==> src/rtl/mc_alu.sv <==
// mc_alu: multi-cycle ALU. Single-cycle ops (aluc encoding) register s/z.
// MULT/MULTU/DIV/DIVU iterate for WIDTH cycles and write hi/lo.
// Optional build macro MC_ALU_OVF_EN adds a registered signed-overflow flag (ovf).
module mc_alu #(
   parameter int WIDTH = 32
) (
   input  logic             clock,
   input  logic             reset,
   input  logic             start,
   input  logic [3:0]       aluc,
   input  logic [WIDTH-1:0] a,
   input  logic [WIDTH-1:0] b,
   output logic [WIDTH-1:0] s,
   output logic             z,
   output logic [WIDTH-1:0] hi,
   output logic [WIDTH-1:0] lo,
   output logic             busy,
   output logic             done
`ifdef MC_ALU_OVF_EN
   ,
   output logic             ovf
`endif
);

   localparam int SHW = $clog2(WIDTH);
   localparam logic [SHW-1:0] CNT_ONE  = SHW'(1);
   localparam logic [SHW-1:0] CNT_LAST = SHW'(WIDTH - 1);

   localparam logic [3:0] OP_ADD   = 4'b0000;
   localparam logic [3:0] OP_AND   = 4'b0001;
   localparam logic [3:0] OP_XOR   = 4'b0010;
   localparam logic [3:0] OP_SLL   = 4'b0011;
   localparam logic [3:0] OP_SUB   = 4'b0100;
   localparam logic [3:0] OP_OR    = 4'b0101;
   localparam logic [3:0] OP_LUI   = 4'b0110;
   localparam logic [3:0] OP_SRL   = 4'b0111;
   localparam logic [3:0] OP_SRA   = 4'b1111;

   typedef enum logic {IDLE, RUN} state_t;

   state_t           state_q;
   logic [WIDTH-1:0] s_q, hi_q, lo_q;
   logic             z_q, busy_q, done_q;
   // Shared datapath: acc_hi = partial product high / remainder,
   // acc_lo = multiplier / dividend shifting into quotient, opnd = multiplicand / divisor.
   logic [WIDTH-1:0] acc_hi_q, acc_lo_q, opnd_q;
   logic [WIDTH-1:0] a_raw_q;
   logic [SHW-1:0]   cnt_q;
   logic             is_div_q, neg_q_q, neg_r_q, dvz_q;

   // Single-cycle result path
   logic [WIDTH-1:0] add_res, sub_res, sc_res;
   logic             is_multi;

   // Multi-cycle start conversion
   logic             sgn_op, a_neg, b_neg;
   logic [WIDTH-1:0] a_mag, b_mag;

   // Iteration and fix-up
   logic [WIDTH:0]     mul_sum, div_sh, div_tr;
   logic               div_ok;
   logic [WIDTH-1:0]   it_hi_d, it_lo_d;
   logic [2*WIDTH-1:0] prod_u, prod_f;
   logic [WIDTH-1:0]   quo_f, rem_f, hi_d, lo_d;

   assign add_res  = a + b;
   assign sub_res  = a - b;
   assign is_multi = (aluc[3:2] == 2'b10);

   // Single-cycle op decode; unlisted codes produce zero
   always_comb begin
      sc_res = '0;
      case (aluc)
         OP_ADD: sc_res = add_res;
         OP_SUB: sc_res = sub_res;
         OP_AND: sc_res = a & b;
         OP_OR:  sc_res = a | b;
         OP_XOR: sc_res = a ^ b;
         OP_LUI: sc_res = b << (WIDTH / 2);
         OP_SLL: sc_res = b << a[SHW-1:0];
         OP_SRL: sc_res = b >> a[SHW-1:0];
         OP_SRA: sc_res = $signed(b) >>> a[SHW-1:0];
         default: sc_res = '0;
      endcase
   end

`ifdef MC_ALU_OVF_EN
   logic ovf_q, sc_ovf;

   // Signed overflow: same-sign add or opposite-sign subtract flipping the sign
   always_comb begin
      sc_ovf = 1'b0;
      if (aluc == OP_ADD)
         sc_ovf = (a[WIDTH-1] == b[WIDTH-1]) && (add_res[WIDTH-1] != a[WIDTH-1]);
      else if (aluc == OP_SUB)
         sc_ovf = (a[WIDTH-1] != b[WIDTH-1]) && (sub_res[WIDTH-1] != a[WIDTH-1]);
   end

   assign ovf = ovf_q;
`endif

   // Signed ops run on magnitudes; signs are reapplied at the end.
   // aluc[0] marks the signed variants (MULT 1001, DIV 1011).
   always_comb begin
      sgn_op = aluc[0];
      a_neg  = sgn_op & a[WIDTH-1];
      b_neg  = sgn_op & b[WIDTH-1];
      a_mag  = a_neg ? (~a + 1'b1) : a;
      b_mag  = b_neg ? (~b + 1'b1) : b;
   end

   // One shift-add or restoring-subtract step on the shared accumulator
   always_comb begin
      mul_sum = {1'b0, acc_hi_q} + (acc_lo_q[0] ? {1'b0, opnd_q} : '0);
      div_sh  = {acc_hi_q, acc_lo_q[WIDTH-1]};
      div_tr  = div_sh - {1'b0, opnd_q};
      div_ok  = ~div_tr[WIDTH];
      if (is_div_q) begin
         it_hi_d = div_ok ? div_tr[WIDTH-1:0] : div_sh[WIDTH-1:0];
         it_lo_d = {acc_lo_q[WIDTH-2:0], div_ok};
      end else begin
         it_hi_d = mul_sum[WIDTH:1];
         it_lo_d = {mul_sum[0], acc_lo_q[WIDTH-1:1]};
      end
   end

   // Sign fix-up on the final iteration's result; divide-by-zero overrides
   always_comb begin
      prod_u = {it_hi_d, it_lo_d};
      prod_f = neg_q_q ? (~prod_u + 1'b1) : prod_u;
      quo_f  = neg_q_q ? (~it_lo_d + 1'b1) : it_lo_d;
      rem_f  = neg_r_q ? (~it_hi_d + 1'b1) : it_hi_d;
      if (!is_div_q) begin
         hi_d = prod_f[2*WIDTH-1:WIDTH];
         lo_d = prod_f[WIDTH-1:0];
      end else if (dvz_q) begin
         hi_d = a_raw_q;
         lo_d = '1;
      end else begin
         hi_d = rem_f;
         lo_d = quo_f;
      end
   end

   // Control FSM with registered outputs; reset aborts any op without a done pulse
   always_ff @(posedge clock) begin
      if (reset) begin
         state_q  <= IDLE;
         s_q      <= '0;
         z_q      <= 1'b1;
         hi_q     <= '0;
         lo_q     <= '0;
         busy_q   <= 1'b0;
         done_q   <= 1'b0;
         acc_hi_q <= '0;
         acc_lo_q <= '0;
         opnd_q   <= '0;
         a_raw_q  <= '0;
         cnt_q    <= '0;
         is_div_q <= 1'b0;
         neg_q_q  <= 1'b0;
         neg_r_q  <= 1'b0;
         dvz_q    <= 1'b0;
`ifdef MC_ALU_OVF_EN
         ovf_q    <= 1'b0;
`endif
      end else begin
         done_q <= 1'b0;
         case (state_q)
            IDLE: begin
               if (start) begin
                  if (is_multi) begin
                     is_div_q <= aluc[1];
                     acc_hi_q <= '0;
                     acc_lo_q <= a_mag;
                     opnd_q   <= b_mag;
                     a_raw_q  <= a;
                     neg_q_q  <= a_neg ^ b_neg;
                     neg_r_q  <= a_neg;
                     dvz_q    <= (b == '0);
                     cnt_q    <= '0;
                     busy_q   <= 1'b1;
                     state_q  <= RUN;
                  end else begin
                     s_q    <= sc_res;
                     z_q    <= (sc_res == '0);
                     done_q <= 1'b1;
`ifdef MC_ALU_OVF_EN
                     ovf_q  <= sc_ovf;
`endif
                  end
               end
            end
            RUN: begin
               acc_hi_q <= it_hi_d;
               acc_lo_q <= it_lo_d;
               cnt_q    <= cnt_q + CNT_ONE;
               if (cnt_q == CNT_LAST) begin
                  hi_q    <= hi_d;
                  lo_q    <= lo_d;
                  busy_q  <= 1'b0;
                  done_q  <= 1'b1;
                  state_q <= IDLE;
               end
            end
            default: state_q <= IDLE;
         endcase
      end
   end

   assign s    = s_q;
   assign z    = z_q;
   assign hi   = hi_q;
   assign lo   = lo_q;
   assign busy = busy_q;
   assign done = done_q;

endmodule

==> config.mk <==
export PLATFORM = sky130hd
export DESIGN_NAME = mc_alu
export DESIGN_NICKNAME = d
export VERILOG_FILES = /design/src/rtl/mc_alu.sv
export SDC_FILE = /design/constraint.sdc
export NUM_CORES = 1
export LEC_CHECK = 0
export CELL_PAD_IN_SITES_DETAIL_PLACEMENT = 1
export CELL_PAD_IN_SITES_GLOBAL_PLACEMENT = 1
export CORE_ASPECT_RATIO = 1.25
export CORE_MARGIN = 8
export CORE_UTILIZATION = 35
export CTS_CLUSTER_DIAMETER = 30
export DETAILED_ROUTE_END_ITERATION = 8
export PLACE_DENSITY_LB_ADDON = 0.12
export SYNTH_ARGS = -nofsm -noshare
export SYNTH_HDL_FRONTEND = slang
export SYNTH_SLANG_ARGS = --single-unit
==> constraint.sdc <==
create_clock -name clock -period 13.2 [get_ports clock]
set_clock_uncertainty 0.05 [all_clocks]
set_input_delay 3.3 -clock clock [delete_from_list [all_inputs] [get_ports clock]]
set_output_delay 3.3 -clock clock [all_outputs]
set_load 0.01 [all_outputs]
# Word level (Yosys, flattened, before mapping)
# Index checks and enable logic that the tools add are counted.
dict set report op_classes {
  eq_ne 13
  shift 3
  reduce_logical 8
  add_sub_neg 10
  n_bitwise 14
  muxes 35
}
# operator n
set ops {}
lappend ops {{32-bit 2-to-1 mux} 16}
lappend ops {{32-bit case mux with 9 select lines} 1}
lappend ops {{32-bit by 1-bit adder with 32-bit output (second input constant)} 4}
lappend ops {{32-bit NOT} 4}
lappend ops {{32-bit case mux with 2 select lines} 2}
lappend ops {{64-bit by 1-bit adder with 64-bit output (second input constant)} 1}
lappend ops {{32-bit logical NOT} 2}
lappend ops {{64-bit 2-to-1 mux} 1}
lappend ops {{64-bit NOT} 1}
lappend ops {{32-bit by 32-bit adder with 33-bit output} 1}
lappend ops {{33-bit by 32-bit subtractor with 33-bit output} 1}
lappend ops {{32-bit adder} 1}
lappend ops {{32-bit bitwise AND} 1}
lappend ops {{32-bit OR} 1}
lappend ops {{32-bit by 5-bit << shifter with 32-bit output} 1}
lappend ops {{32-bit by 5-bit >> shifter with 32-bit output} 1}
lappend ops {{32-bit by 5-bit >>> shifter with 32-bit output} 1}
lappend ops {{32-bit subtractor} 1}
lappend ops {{32-bit bitwise XOR} 1}
lappend ops {{4-bit by 3-bit equality test with 1-bit output (second input constant)} 4}
lappend ops {{5-bit 2-to-1 mux} 2}
lappend ops {{5-bit case mux with 2 select lines} 1}
lappend ops {{1-bit 2-to-1 mux} 9}
lappend ops {{3-bit AND reduction} 3}
lappend ops {{other kinds (14)} 22}
dict set report totals {
  wordCells 99
  out_inout_bits 99
  inputBits 71
  register_bits 237
}

# Logic depth before layout (Yosys ltp)
dict set report depth {
  depth_word 8
  depth_mapped 27
  depth_no_buf 26
}

# Worst setup path before layout
# OpenSTA, ideal clock, no wires.
dict set report synth_path {
  kind {input to register}
  from {input port b[2]}
  to {register z_q (netlist: z)}
  setup_ns 0.060
  t_arrival_ns 8.041
  path_buffers 3
  required_ns 13.090
  stages 25
  path_slack_ns 5.050
  path_cell_list {clkbuf_1 > inv_1 > nand3_1 > nor3_1 > and3_1 > nand3_1 > nor4_1 > and2_1 > and3_1 > and3_1 > clkbuf_1 > nor2_1 > xnor2_1 > ha_1 > clkbuf_1 > a21o_1 > a21o_1 > a21oi_1 > o21ai_0 > a221oi_1 > o21ai_0 > a211oi_1 > nand2_1 > nor4_1 > a41o_1}
}
dict set report synth_via {
  elab_chain_len 3
  elab_cells_between_ends 10
  cone_classes {2 x add/sub; 3 x shift; 1 x mux; 3 x bitwise; 1 x reduce/logical}
}
# element line
set synth_rtl {}
lappend synth_rtl {{start, declared} 12} ;# input logic [WIDTH-1:0] b,
lappend synth_rtl {{32-bit subtractor (tied with other cells)} 67} ;# assign sub_res = a - b;
lappend synth_rtl {{32-bit case mux with 9 select lines (*)} 73} ;# case (aluc)
lappend synth_rtl {{32-bit logical NOT (*)} 186} ;# z_q <= (sc_res == '0);
lappend synth_rtl {{end signal, assigned} 186}
lappend synth_rtl {{end, declared} 43} ;# logic z_q, busy_q, done_q;
# Mark *: on every way between the ends. The rest lies on a longest branch, timed or not.
# A chain may end at the register's enable or synchronous reset.

# Worst setup path in the final report
dict set report layout_path {
  from {input port b[1]}
  to {register z_q (netlist: z)}
}
# Same word-level chain as after synthesis.

==> flow_summary_export.csv <==
group,metric,value,unit
logic_synthesis,synthCells,3371,
power,pwr-share-seq,0.229,
power,vdd_ir_drop_max,0.112,mV
setup_path,cp_slowest_cell,"nor4_1",
place,gp_congestion,1.02,
outcome,status,"complete, but fails checks",
timing,slew_viol_final,2,
floorplanning,start_util,0.352,
floorplanning,rows,109,
grt,antenna_found_initial,5,
routing,drt_pre_antenna_iters,8,
power,share_comb_of_total_power,0.262,
timing,finalCritPeriodShare,0.711,
setup_path,crit_type,"in2reg",
setup_path,end_kind,"flip-flop",
routing,ant_nets,0,
power,leakagePower,11.6,nW
setup_path,cp_max_fo,10,
clock_tree,cts_tree,"yes",
clock_tree,h-tree-depth,3,
place,postPlaceCellArea,27300,sq um
logic_synthesis,synth_fp_nets,3610,
floorplanning,die_area,79600,sq um
timing,setup_ws,3820,ps
power,power_density,112,nW/um^2
setup_path,worstPathArrival,9880,ps
final_layout,fin_nets,3683,
clock_tree,cts_hold_buffers,0,
logic_synthesis,yosys_warnings,0,
routing,wl,137000,microns
routing,wl_per_cell,30.8,microns
timing,finalSetupTns,0,ps
place,dp_cells,4316,
clock_tree,clk_latency,600,ps
logic_synthesis,synth_edf_count,0,
logic_synthesis,synth-main-ff-cell,"dfxtp_1",
logic_synthesis,syn-cell-area,24800,sq um
clock_tree,cts_buffers,69,
place,io_buffers,169,
timing,setup_viol,0,
clock_tree,root_buffer,"clkbuf_16",
final_layout,drive_gt1_frac,0.0967,
grt,grt_max_degree,91,
floorplanning,ioPinCount,170,
routing,drt_iter0_drc,1986,
clock_tree,clk_path_buf_depth,3,
clock_tree,clk_pin_slew,50,ps
grt,grt_pass1_wl,198000,microns
logic_synthesis,async_flop_share,0,
grt,grt_use_total,0.333,
floorplanning,die_h,313,microns
setup_path,crit_chain,"clkdlybuf4s50_1, inv_1, ha_1, nand3_1, nor3_1, and3_1, nand3_1, nor4_1, and2_1, and3_1, and3_1, nor2_1, xnor2_1, ha_1, a21o_1, a21o_1, a21oi_1, o21ai_0, a221oi_1, o21ai_0, a211oi_1, nand2_1, nor4_1, a41o_1",
clock_tree,clock_sinks,237,
timing,max_clock_freq,0.107,GHz
logic_synthesis,synth_top_cell_by_area,"dfxtp_1",
power,power_switching,1.15,mW
power,power.share.clock,0.509,
min_path,hold_class,"reg2reg",
power,swShare,0.344,
setup_path,cp.required,13700,ps
floorplanning,core,70400,sq um
job,maxCapViolCount,1,
timing,hold_violations,0,
timing,relSlewSlack,-0.0406,
logic_synthesis,netlist.area_leader.share,0.191,
power,internal_power,2.19,mW
timing,hold_ws,404,ps
logic_synthesis,avgSynthCellArea,7.35,sq um
final_layout,final_util,0.422,
final_layout,area_delta_synth_final,20.0,%
timing,rsz0062_at_grt,"false",
timing,tightest_slew,1550,ps
clock_tree,cts_setup_buffers,0,
grt,grt_pass1_vias,29000,
final_layout,layout.cells.non_filler,4439,
outcome,violations,"capacitance limit, slew limit",
timing,finalCriticalPeriod,9380,ps
final_layout,design_area,29700,sq um
setup_path,cpPeakStageDelay,820,ps
routing,via_per_inst,6.31,
logic_synthesis,yosysUniqueCellTypes,104,
logic_synthesis,ys_top_cells_by_area,"dfxtp_1 19%, ha_1 8.3%, nor2_1 6.3%",
setup_path,crit_top_cell,"and3_1",
logic_synthesis,yosysSeqAreaShare,0.191,
place,post-dp-hpwl,103000,microns
clock_tree,ctsResizeCount,0,
routing,drc,0,
floorplanning,die_width,254,microns
logic_synthesis,ys_seq_elements,237,
power,p_total,3.34,mW
grt,overflow,0,
place,dp_slack,3300,ps
setup_path,worstSetupStartpointType,"input port",
routing,vias,28000,
[worst paths after layout]
path                 from     endpoint  slack [ps]  cells after the start
max                  b[1]            z        3820                     24
min           a_raw_q[23]  a_raw_q[23]         400                      2
max reg2reg  acc_lo_q[31]       hi[24]        5550                     27
min reg2reg   a_raw_q[23]  a_raw_q[23]         400                      2
[state kept, by name, summed over array words and instances, names as in the netlist, 5 cells and up]
register / count
a_raw_q: 32
acc_hi_q: 32
acc_lo_q: 32
cnt_q: 5
hi: 32
lo: 32
opnd_q: 32
s: 32
[placed cells by master (no fill, tap or decap), types with 59 or more instances in the layout]
cell type | synthesis | layout
ha_1 | 165 | 165
o21ai_0 | 207 | 207
nand2_1 | 344 | 344
nor2_1 | 413 | 412
inv_1 | 132 | 132
dfxtp_1 | 237 | 234
clkbuf_16 | 0 | 70
a21oi_1 | 221 | 220
mux2i_1 | 82 | 82
clkdlybuf4s50_1 | 0 | 163
xor2_1 | 59 | 59
nand3_1 | 74 | 73
nor3_1 | 71 | 69
buf_4 | 5 | 78
xnor2_1 | 156 | 156
a211oi_1 | 110 | 110
[critical path: cells and delay by family]
family	cells	cell delay, ps
xor+xnor	1	140
simple gates	11	3180
fa+ha+maj	2	630
compound gates	8	1790
buf+inv	2	820
[power by group through the flow]
stage | Combinational [mW] | Clock (mW) | Sequential (mW)
global route | 0.923 | 1.77 | 0.767
floorplan | 0.517 | 0 | 0.769
detailed placement | 0.854 | 0 | 0.777
finish | 0.874 | 1.70 | 0.765
global placement | 0.844 | 0 | 0.776
CTS | 0.859 | 1.72 | 0.765
[cells in the mapped netlist, drive strengths merged (19+ instances only)]
| master | n |
|---|---|
| inv | 134 |
| o31ai | 39 |
| xnor2 | 156 |
| a221oi | 24 |
| a21oi | 224 |
| clkbuf | 190 |
| buf | 54 |
| a31oi | 26 |
| ha | 165 |
| mux2 | 37 |
| nand3 | 75 |
| nor2b | 20 |
| a222oi | 21 |
| mux4 | 35 |
| nand2 | 344 |
| nor2 | 415 |
| and2 | 43 |
| nor3 | 72 |
| a211oi | 110 |
| a22oi | 56 |
| xor2 | 59 |
| dfxtp | 237 |
| o41ai | 19 |
| nor4 | 21 |
| a21o | 44 |
| o21ai | 220 |
| nand4 | 27 |
| and3 | 33 |
| o211ai | 41 |
| nand2b | 23 |
| a311oi | 22 |
| or3 | 54 |
| mux2i | 83 |
[routing by layer]
layer,vias up,track usage,routed length (microns)
met1,14000,0.374,52300
met2,1104,0.560,64300
met5,-,0,20
met3,372,0.0523,7930
li1,12500,-,-
met4,2,0.255,12200
[cells by family after synthesis]
family / after synthesis / synth area share
adders and majority gates: 168 / 0.0857
and+or+nand+nor: 1192 / 0.224
buffers and inverters: 380 / 0.0594
xor gates and xnor gates: 215 / 0.0760
AOI/OAI and AO/OA: 1024 / 0.281
DFF: 237 / 0.191
muxes: 155 / 0.0828
[cell type report]
| type | instances | area, sq um |
|---|---|---|
| antenna | 1 | 2.50 |
| clock buffer | 89 | 1950 |
| clock inverter | 33 | 449 |
| inverter | 136 | 510 |
| multi-input combinational | 2754 | 18600 |
| tap | 943 | 1180 |
| sequential | 237 | 4750 |
| timing repair buffer | 246 | 2250 |
| fill | 8617 | 40600 |
Note: power is estimated with default switching activity, not from simulation.
